<file path="src/rtl/mp_icache_ctrl_pkg.sv">
// Shared state encoding, tag-entry layout and geometry helpers for the icache control responder.
package mp_icache_ctrl_pkg;

  typedef enum logic [2:0] {
    ST_IDLE,
    ST_DRAIN,
    ST_FLUSH_WALK,
    ST_FLUSH_DONE,
    ST_SEL_READ,
    ST_SEL_WRITE,
    ST_SEL_DONE
  } ctrl_state_e;

  function automatic int calc_set_w(input int nb_sets);
    return $clog2(nb_sets);
  endfunction

  function automatic int calc_off_w(input int line_bytes);
    return $clog2(line_bytes);
  endfunction

  function automatic int calc_tag_w(input int nb_sets, input int line_bytes);
    return 32 - $clog2(nb_sets) - $clog2(line_bytes);
  endfunction

  // Entry layout for the default 64-set / 16-byte-line geometry.
  localparam int DEF_TAG_W = calc_tag_w(64, 16);

  typedef struct packed {
    logic                 valid;
    logic [DEF_TAG_W-1:0] tag;
  } tag_entry_t;

endpackage

</file>
<file path="src/rtl/icache_stat_counters.sv">
// Hit/transaction/miss counters of one icache bank; clear wins over increment, wraps mod 2^32.
module icache_stat_counters (
  input  logic        clk_i,
  input  logic        rst_ni,
  input  logic        clear_i,
  input  logic        enable_i,
  input  logic        hit_i,
  input  logic        trans_i,
  input  logic        miss_i,
  output logic [31:0] hit_count_o,
  output logic [31:0] trans_count_o,
  output logic [31:0] miss_count_o
);

  always_ff @(posedge clk_i or negedge rst_ni) begin
    if (!rst_ni) begin
      hit_count_o   <= '0;
      trans_count_o <= '0;
      miss_count_o  <= '0;
    end else if (clear_i) begin
      hit_count_o   <= '0;
      trans_count_o <= '0;
      miss_count_o  <= '0;
    end else if (enable_i) begin
      if (hit_i)   hit_count_o   <= hit_count_o + 32'd1;
      if (trans_i) trans_count_o <= trans_count_o + 32'd1;
      if (miss_i)  miss_count_o  <= miss_count_o + 32'd1;
    end
  end

endmodule

</file>
<file path="src/rtl/mp_icache_ctrl_responder.sv">
// Cache-side responder of the icache control bus: bypass handshake, full/selective tag flush, statistics.
//   state         | meaning
//   ST_IDLE       | waiting for a flush or selective-flush request
//   ST_DRAIN      | stalling banks until every bank and the refill engine are idle
//   ST_FLUSH_WALK | invalidating all ways of one set per cycle
//   ST_FLUSH_DONE | full-flush ack held until the request drops
//   ST_SEL_READ   | reading the set of the latched address
//   ST_SEL_WRITE  | invalidating the matching ways, ack pulse
//   ST_SEL_DONE   | waiting for the selective request to drop
module mp_icache_ctrl_responder
  import mp_icache_ctrl_pkg::*;
#(
  parameter int NB_BANKS   = 4,
  parameter int NB_WAYS    = 4,
  parameter int NB_SETS    = 64,
  parameter int LINE_BYTES = 16,
  localparam int SET_W     = calc_set_w(NB_SETS),
  localparam int OFF_W     = calc_off_w(LINE_BYTES),
  localparam int TAG_W     = calc_tag_w(NB_SETS, LINE_BYTES)
) (
  input  logic                              clk_i,
  input  logic                              rst_ni,
  input  logic                              bypass_req_i,
  output logic [NB_BANKS:0]                 bypass_ack_o,
  input  logic [NB_BANKS-1:0]               bank_idle_i,
  input  logic                              refill_idle_i,
  input  logic                              flush_req_i,
  output logic                              flush_ack_o,
  input  logic                              sel_flush_req_i,
  input  logic [31:0]                       sel_flush_addr_i,
  output logic                              sel_flush_ack_o,
  output logic                              stall_o,
  output logic                              tag_req_o,
  output logic                              tag_we_o,
  output logic [SET_W-1:0]                  tag_addr_o,
  output logic [NB_WAYS-1:0]                tag_way_be_o,
  output logic [TAG_W:0]                    tag_wdata_o,
  input  logic [NB_WAYS-1:0][TAG_W:0]       tag_rdata_i,
  input  logic [NB_BANKS-1:0]               ctrl_clear_regs_i,
  input  logic [NB_BANKS-1:0]               ctrl_enable_regs_i,
  input  logic [NB_BANKS-1:0]               hit_i,
  input  logic [NB_BANKS-1:0]               trans_i,
  input  logic [NB_BANKS-1:0]               miss_i,
  output logic [NB_BANKS-1:0][31:0]         bank_hit_count_o,
  output logic [NB_BANKS-1:0][31:0]         bank_trans_count_o,
  output logic [NB_BANKS-1:0][31:0]         bank_miss_count_o,
  output logic [31:0]                       global_hit_count_o,
  output logic [31:0]                       global_trans_count_o,
  output logic [31:0]                       global_miss_count_o
);

  ctrl_state_e          state_q, state_d;
  logic [SET_W-1:0]     set_cnt_q, set_cnt_d;
  logic [31-OFF_W:0]    line_addr_q, line_addr_d;
  logic                 flush_pend_q, flush_pend_d;
  logic [NB_BANKS:0]    bypass_q;
  logic [NB_BANKS:0]    idle_vec;
  logic [NB_WAYS-1:0]   hit_mask;
  logic [SET_W-1:0]     sel_set;
  logic [TAG_W-1:0]     sel_tag;
  logic [31:0]          hit_inc, trans_inc, miss_inc;
  logic                 unused_addr_bits;

  // Byte offset inside the line is irrelevant to invalidation.
  assign unused_addr_bits = ^sel_flush_addr_i[OFF_W-1:0];
  assign sel_set          = line_addr_q[SET_W-1:0];
  assign sel_tag          = line_addr_q[SET_W +: TAG_W];
  assign tag_wdata_o      = '0;
  assign idle_vec         = {refill_idle_i, bank_idle_i};
  assign bypass_ack_o     = bypass_q;

  always_ff @(posedge clk_i or negedge rst_ni) begin
    if (!rst_ni) begin
      bypass_q <= '1;
    end else begin
      for (int b = 0; b <= NB_BANKS; b++) begin
        if (idle_vec[b]) bypass_q[b] <= bypass_req_i;
      end
    end
  end

  always_comb begin
    hit_mask = '0;
    for (int w = 0; w < NB_WAYS; w++) begin
      hit_mask[w] = tag_rdata_i[w][TAG_W] && (tag_rdata_i[w][TAG_W-1:0] == sel_tag);
    end
  end

  always_ff @(posedge clk_i or negedge rst_ni) begin
    if (!rst_ni) begin
      state_q      <= ST_IDLE;
      set_cnt_q    <= '0;
      line_addr_q  <= '0;
      flush_pend_q <= 1'b0;
    end else begin
      state_q      <= state_d;
      set_cnt_q    <= set_cnt_d;
      line_addr_q  <= line_addr_d;
      flush_pend_q <= flush_pend_d;
    end
  end

  always_comb begin
    state_d         = state_q;
    set_cnt_d       = set_cnt_q;
    line_addr_d     = line_addr_q;
    flush_pend_d    = flush_pend_q;
    stall_o         = 1'b0;
    flush_ack_o     = 1'b0;
    sel_flush_ack_o = 1'b0;
    tag_req_o       = 1'b0;
    tag_we_o        = 1'b0;
    tag_addr_o      = '0;
    tag_way_be_o    = '0;
    unique case (state_q)
      ST_IDLE: begin
        if (flush_req_i) begin
          state_d      = ST_DRAIN;
          flush_pend_d = 1'b1;
        end else if (sel_flush_req_i) begin
          state_d      = ST_DRAIN;
          flush_pend_d = 1'b0;
          line_addr_d  = sel_flush_addr_i[31:OFF_W];
        end
      end
      ST_DRAIN: begin
        stall_o = 1'b1;
        if (&bank_idle_i && refill_idle_i) begin
          set_cnt_d = '0;
          state_d   = flush_pend_q ? ST_FLUSH_WALK : ST_SEL_READ;
        end
      end
      ST_FLUSH_WALK: begin
        stall_o      = 1'b1;
        tag_req_o    = 1'b1;
        tag_we_o     = 1'b1;
        tag_way_be_o = '1;
        tag_addr_o   = set_cnt_q;
        set_cnt_d    = set_cnt_q + SET_W'(1);
        if (set_cnt_q == SET_W'(NB_SETS - 1)) state_d = ST_FLUSH_DONE;
      end
      ST_FLUSH_DONE: begin
        flush_ack_o = 1'b1;
        if (!flush_req_i) state_d = ST_IDLE;
      end
      ST_SEL_READ: begin
        stall_o    = 1'b1;
        tag_req_o  = 1'b1;
        tag_addr_o = sel_set;
        state_d    = ST_SEL_WRITE;
      end
      ST_SEL_WRITE: begin
        // Read data is valid here; a miss skips the write but still acks.
        stall_o         = 1'b1;
        tag_addr_o      = sel_set;
        tag_way_be_o    = hit_mask;
        tag_req_o       = |hit_mask;
        tag_we_o        = |hit_mask;
        sel_flush_ack_o = 1'b1;
        state_d         = ST_SEL_DONE;
      end
      ST_SEL_DONE: begin
        stall_o = 1'b1;
        if (!sel_flush_req_i) state_d = ST_IDLE;
      end
      default: state_d = ST_IDLE;
    endcase
  end

  for (genvar b = 0; b < NB_BANKS; b++) begin : g_bank_stat
    icache_stat_counters u_stat (
      .clk_i         (clk_i),
      .rst_ni        (rst_ni),
      .clear_i       (ctrl_clear_regs_i[b]),
      .enable_i      (ctrl_enable_regs_i[b]),
      .hit_i         (hit_i[b]),
      .trans_i       (trans_i[b]),
      .miss_i        (miss_i[b]),
      .hit_count_o   (bank_hit_count_o[b]),
      .trans_count_o (bank_trans_count_o[b]),
      .miss_count_o  (bank_miss_count_o[b])
    );
  end

  always_comb begin
    hit_inc   = '0;
    trans_inc = '0;
    miss_inc  = '0;
    for (int b = 0; b < NB_BANKS; b++) begin
      hit_inc   = hit_inc   + 32'(hit_i[b]   & ctrl_enable_regs_i[b]);
      trans_inc = trans_inc + 32'(trans_i[b] & ctrl_enable_regs_i[b]);
      miss_inc  = miss_inc  + 32'(miss_i[b]  & ctrl_enable_regs_i[b]);
    end
  end

  always_ff @(posedge clk_i or negedge rst_ni) begin
    if (!rst_ni) begin
      global_hit_count_o   <= '0;
      global_trans_count_o <= '0;
      global_miss_count_o  <= '0;
    end else if (|ctrl_clear_regs_i) begin
      global_hit_count_o   <= '0;
      global_trans_count_o <= '0;
      global_miss_count_o  <= '0;
    end else begin
      global_hit_count_o   <= global_hit_count_o + hit_inc;
      global_trans_count_o <= global_trans_count_o + trans_inc;
      global_miss_count_o  <= global_miss_count_o + miss_inc;
    end
  end

endmodule

</file>
<file path="config.mk">
export PLATFORM = sky130hd
export DESIGN_NAME = mp_icache_ctrl_responder
export DESIGN_NICKNAME = d
export VERILOG_FILES = /design/src/rtl/mp_icache_ctrl_pkg.sv /design/src/rtl/icache_stat_counters.sv /design/src/rtl/mp_icache_ctrl_responder.sv
export SDC_FILE = /design/constraint.sdc
export NUM_CORES = 1
export LEC_CHECK = 0
export ABC_AREA = 1
export ABC_CLOCK_PERIOD_IN_PS = 2500
export BUFFER_PORTS_ARGS = -buffer_cell sky130_fd_sc_hd__buf_2
export CELL_PAD_IN_SITES_DETAIL_PLACEMENT = 1
export CELL_PAD_IN_SITES_GLOBAL_PLACEMENT = 2
export CORE_ASPECT_RATIO = 1.1
export CORE_MARGIN = 4
export CORE_UTILIZATION = 27
export CTS_CLUSTER_SIZE = 28
export DETAILED_ROUTE_END_ITERATION = 8
export PLACE_DENSITY = 0.87
export SETUP_SLACK_MARGIN = 0.05
export SLEW_MARGIN = 15
export SYNTH_ARGS = -nofsm -noshare
export SYNTH_HDL_FRONTEND = slang
export SYNTH_HIERARCHICAL = 1
export SYNTH_SLANG_ARGS = --single-unit
export TNS_END_PERCENT = 20
</file>
<file path="constraint.sdc">
create_clock -name clk_i -period 2.5 [get_ports clk_i]
set_input_delay 0.125 -clock clk_i [delete_from_list [all_inputs] [get_ports clk_i]]
set_output_delay 0.125 -clock clk_i [all_outputs]
set_load 0.01 [all_outputs]
</file>
==> summary.txt <==
Outcome = finished with violations
Failing checks = setup timing
Area grow syn2layout = 28.3%
Clk sinks = 523
Initial drt markers = 1440
Final net count = 5411
PortBufs = 649
Switching share of power = 0.301
First-pass GRT wire length = 201000 microns
Ports = 677
Inst Count DP = 6591
GR Util met2 = 0.358
Sw power = 7.01 mW
Chip height = 364 microns
Most frequent cells in the layout = 1163 x nand2_1, 876 x nor2_1, 647 x buf_2
Largest family of logic cells by synthesized area = simple AND/OR/NAND/NOR gates
EDFF count, synth = 0
Largest net degree at the start of global routing = 73
DRT Wirelength = 131000 microns
Crit share post-route = 1.02
Post-synthesis compound-gate area fraction = 0.0966
Num CTS Buffers = 71
Vias in the first global route = 34.1k
Setup crit end kind = register
Main flop type after synthesis = dfrtp_1
Endpoints failing setup = 5
DR vias = 32.6k
Overall Global Routing Usage = 0.211
Hold Fails Final Rpt = 0
Crit start category = register
Xor/xnor share of the synthesized area = 0.0189
Sequential element share of the synthesized area = 0.422
CTS tree = yes
Critical path cell sequence = inv_1 > fa_1 > fa_2 > inv_2 > fa_2 > nand2_4 > nor2_4 > nand2_1 > nor2_2 > inv_2 > buf_4 > nor2_2 > o21ai_1 > nor2_1
Avg WL per Cell = 19.2 microns
DRC Markers = 0
Sequential power share = 0.398
Clock Skews = 0.0224 ns
Row cnt = 130
Crit path max fanout = 3
TritonRoute pass-1 iters = 5
Post-synthesis simple-gate area fraction = 0.373
Multiplexer area fraction after synthesis = 0.00508
Relative slew slack = 0.532
Core area = 114000 sq um
Maximum clock frequency = 0.392 GHz
Clk buf depth = 3
Number of max-cap violations = 0
Combinational share of power = 0.152
Hold Path Class = in -> reg
Final ANT Viol Nets = 0
Power share of the clock group = 0.450
Internal power = 16.3 mW
Leakage power = 19.1 nW
Grt ovf = 0
Crit path required time = 3.05 ns
Met3 Use GR = 0.0423
Worst-skew pair later-pin latency = 0.63 ns
Crit-path max cell delay = 0.43 ns
Initial core utilization = 0.272
Die ar. = 120000 sq um
Post-synthesis cell type count = 53
PnR worst setup slack = -0.0484 ns
Mapped Avg Cell Area = 7.03 sq um
Slew Viols, Final = 0
Synthesized cell area = 31000 sq um
CP Class = reg -> reg
Layout cells sized above 1 = 0.213
P per Cell Area = 584 nW/um^2
Width of the die = 331 microns
RSZ-0062 raised after global routing = yes
Top Usage Layer GRT = met2
Clock-pin slew on the worst setup and hold paths = 0.06 ns
Adder-cell share of the synthesized area = 0.0123
Period minus WS final = 2.55 ns
Worst slew pin tran = 0.702 ns
M1 GR Usage = 0.258
H-tree levels = 3
Cells after Synth = 4418
Worst vdd ir = 0.496 mV
Layout Cells excl Fill = 6816
Initial antenna violation count = 9
Gpl congestion = 0.941
Detailed Place HPWL = 103000 microns
Yosys reg bits = 523
Vias per inst = 4.79
CTS root buffer = clkbuf_16
Most common cell after layout, fill and taps aside = nand2_1
Critical-path top delay cell = fa_1
CP arrival = 3.10 ns
Async S/R FF share, synth = 1.00
Setup TNS = -0.157 ns
Synth Warn # = 6
==> final cells by class <==
cell class | count | area (sq um)
fill | 14500 | 74400
multi-input combinational | 3371 | 16000
sequential | 523 | 13100
timing repair buffer | 807 | 4720
clock buffer | 101 | 2040
tap | 1518 | 1900
inverter | 458 | 1720
clock inverter | 30 | 324
antenna | 8 | 20.0
==> through the flow <==
stage	cell area (sq um)	hold WS (ns)	util	power [mW]	setup slack, ns
floorplan	31100	-0.171	-	11.2	0.0184
global placement	36400	0.159	0.319	12.5	-0.147
detailed placement	36400	0.174	0.319	12.6	-0.235
CTS	39500	0.0218	0.346	23.5	-0.0614
global route	39800	0.0621	0.349	24.4	-0.215
finish	39800	0.0769	0.349	23.3	-0.0484
==> cells by family after synthesis <==
logic type / count (synthesis)
AO/OA/AOI/OAI: 579
XOR/XNOR: 67
adder cells (fa/ha/maj): 25
buffers and inverters: 546
flip-flops: 523
multiplexers: 12
other: 1
AND/OR/NAND/NOR: 2665
==> flip-flops by register name, indices dropped and copies added (netlist names), 3 cells and up <==
register and cells:
bypass_ack_o 5, g_bank_stat.u_stat/trans_count_o 128, set_cnt_q 6, state_q 3, g_bank_stat.u_stat/miss_count_o 128, global_hit_count_o 32, line_addr_q 28, global_trans_count_o 32
g_bank_stat.u_stat/hit_count_o 128, global_miss_count_o 32
==> routing by layer <==
| metal | vias up | routed length [microns] |
|---|---|---|
| li1 | 15700 | - |
| met1 | 16000 | 54900 |
| met2 | 699 | 63000 |
| met3 | 244 | 6730 |
| met4 | 2 | 6490 |
| met5 | - | 13 |
==> cell usage after synthesis, types with 5 or more instances <==
library cell	n	share of area
inv_2	11	0.0013
dfrtp_1	518	0.42
fa_1	9	0.0058
xor2_1	36	0.010
buf_1	16	0.0019
nand3_2	15	0.0048
clkbuf_1	20	0.0024
nand2_2	29	0.0058
o21a_1	16	0.0039
a21oi_1	346	0.056
o21ai_0	175	0.028
mux2_4	6	0.0029
ha_1	16	0.0064
mux2_2	6	0.0022
dfstp_2	5	0.0042
buf_4	30	0.0073
o22ai_1	7	0.0014
nor2_4	31	0.011
nor3_1	45	0.0073
nand3_4	6	0.0034
nor2_2	47	0.0095
xnor2_1	31	0.0087
o21ai_1	9	0.0015
nand4_1	42	0.0085
nand2_1	1175	0.14
nand3_1	324	0.052
nor2_1	891	0.11
nor3_2	22	0.0071
inv_1	447	0.054
buf_6	7	0.0025
buf_2	12	0.0019
a31oi_1	15	0.0030
and2_1	12	0.0024
nand2_4	8	0.0029
==> power groups by stage <==
stage	logic (mW)	registers (mW)	clock network, mW
detailed placement	3.24	9.39	0
CTS	3.38	9.26	10.8
global placement	3.16	9.38	0
floorplan	1.92	9.23	0
finish	3.53	9.26	10.5
global route	3.94	9.31	11.2
==> worst max-delay path: cells and delay by family, from the launching register on <==
family | cells | cell delay (ns)
simple gates | 6 | 0.61
flops | 1 | 0.40
fa+ha+maj | 3 | 1.05
buf+inv | 4 | 0.35
compound gates | 1 | 0.06
==> worst paths after layout <==
path / start / endpoint / slack (ns) / cells after the start
max: global_hit_count_o[0] / global_hit_count_o[12] / -0.05 / 14
min: ctrl_clear_regs_i[1] / g_bank_stat[1].u_stat/trans_count_o[1] / 0.08 / 3
max reg2reg: global_hit_count_o[0] / global_hit_count_o[12] / -0.05 / 14
min reg2reg: g_bank_stat[1].u_stat/hit_count_o[14] / g_bank_stat[1].u_stat/hit_count_o[14] / 0.51 / 1
max in group asynchronous: rst_ni / global_miss_count_o[1] / 1.50 / 3
min in group asynchronous: rst_ni / g_bank_stat[1].u_stat/trans_count_o[2] / 0.11 / 2
==> timing repair <==
| action | 4_1_cts | 5_1_grt |
|---|---|---|
| endpoints found under the setup margin | 47 | 76 |
| resized for setup | 24 | 68 |
| endpoints found under the hold margin | 396 | 0 |
| cloned | 0 | 0 |
| pin swaps | 16 | 32 |
| hold buffers | 68 | 0 |
| buffers inserted | 2 | 16 |
Note: power is estimated with default switching activity, not from simulation.
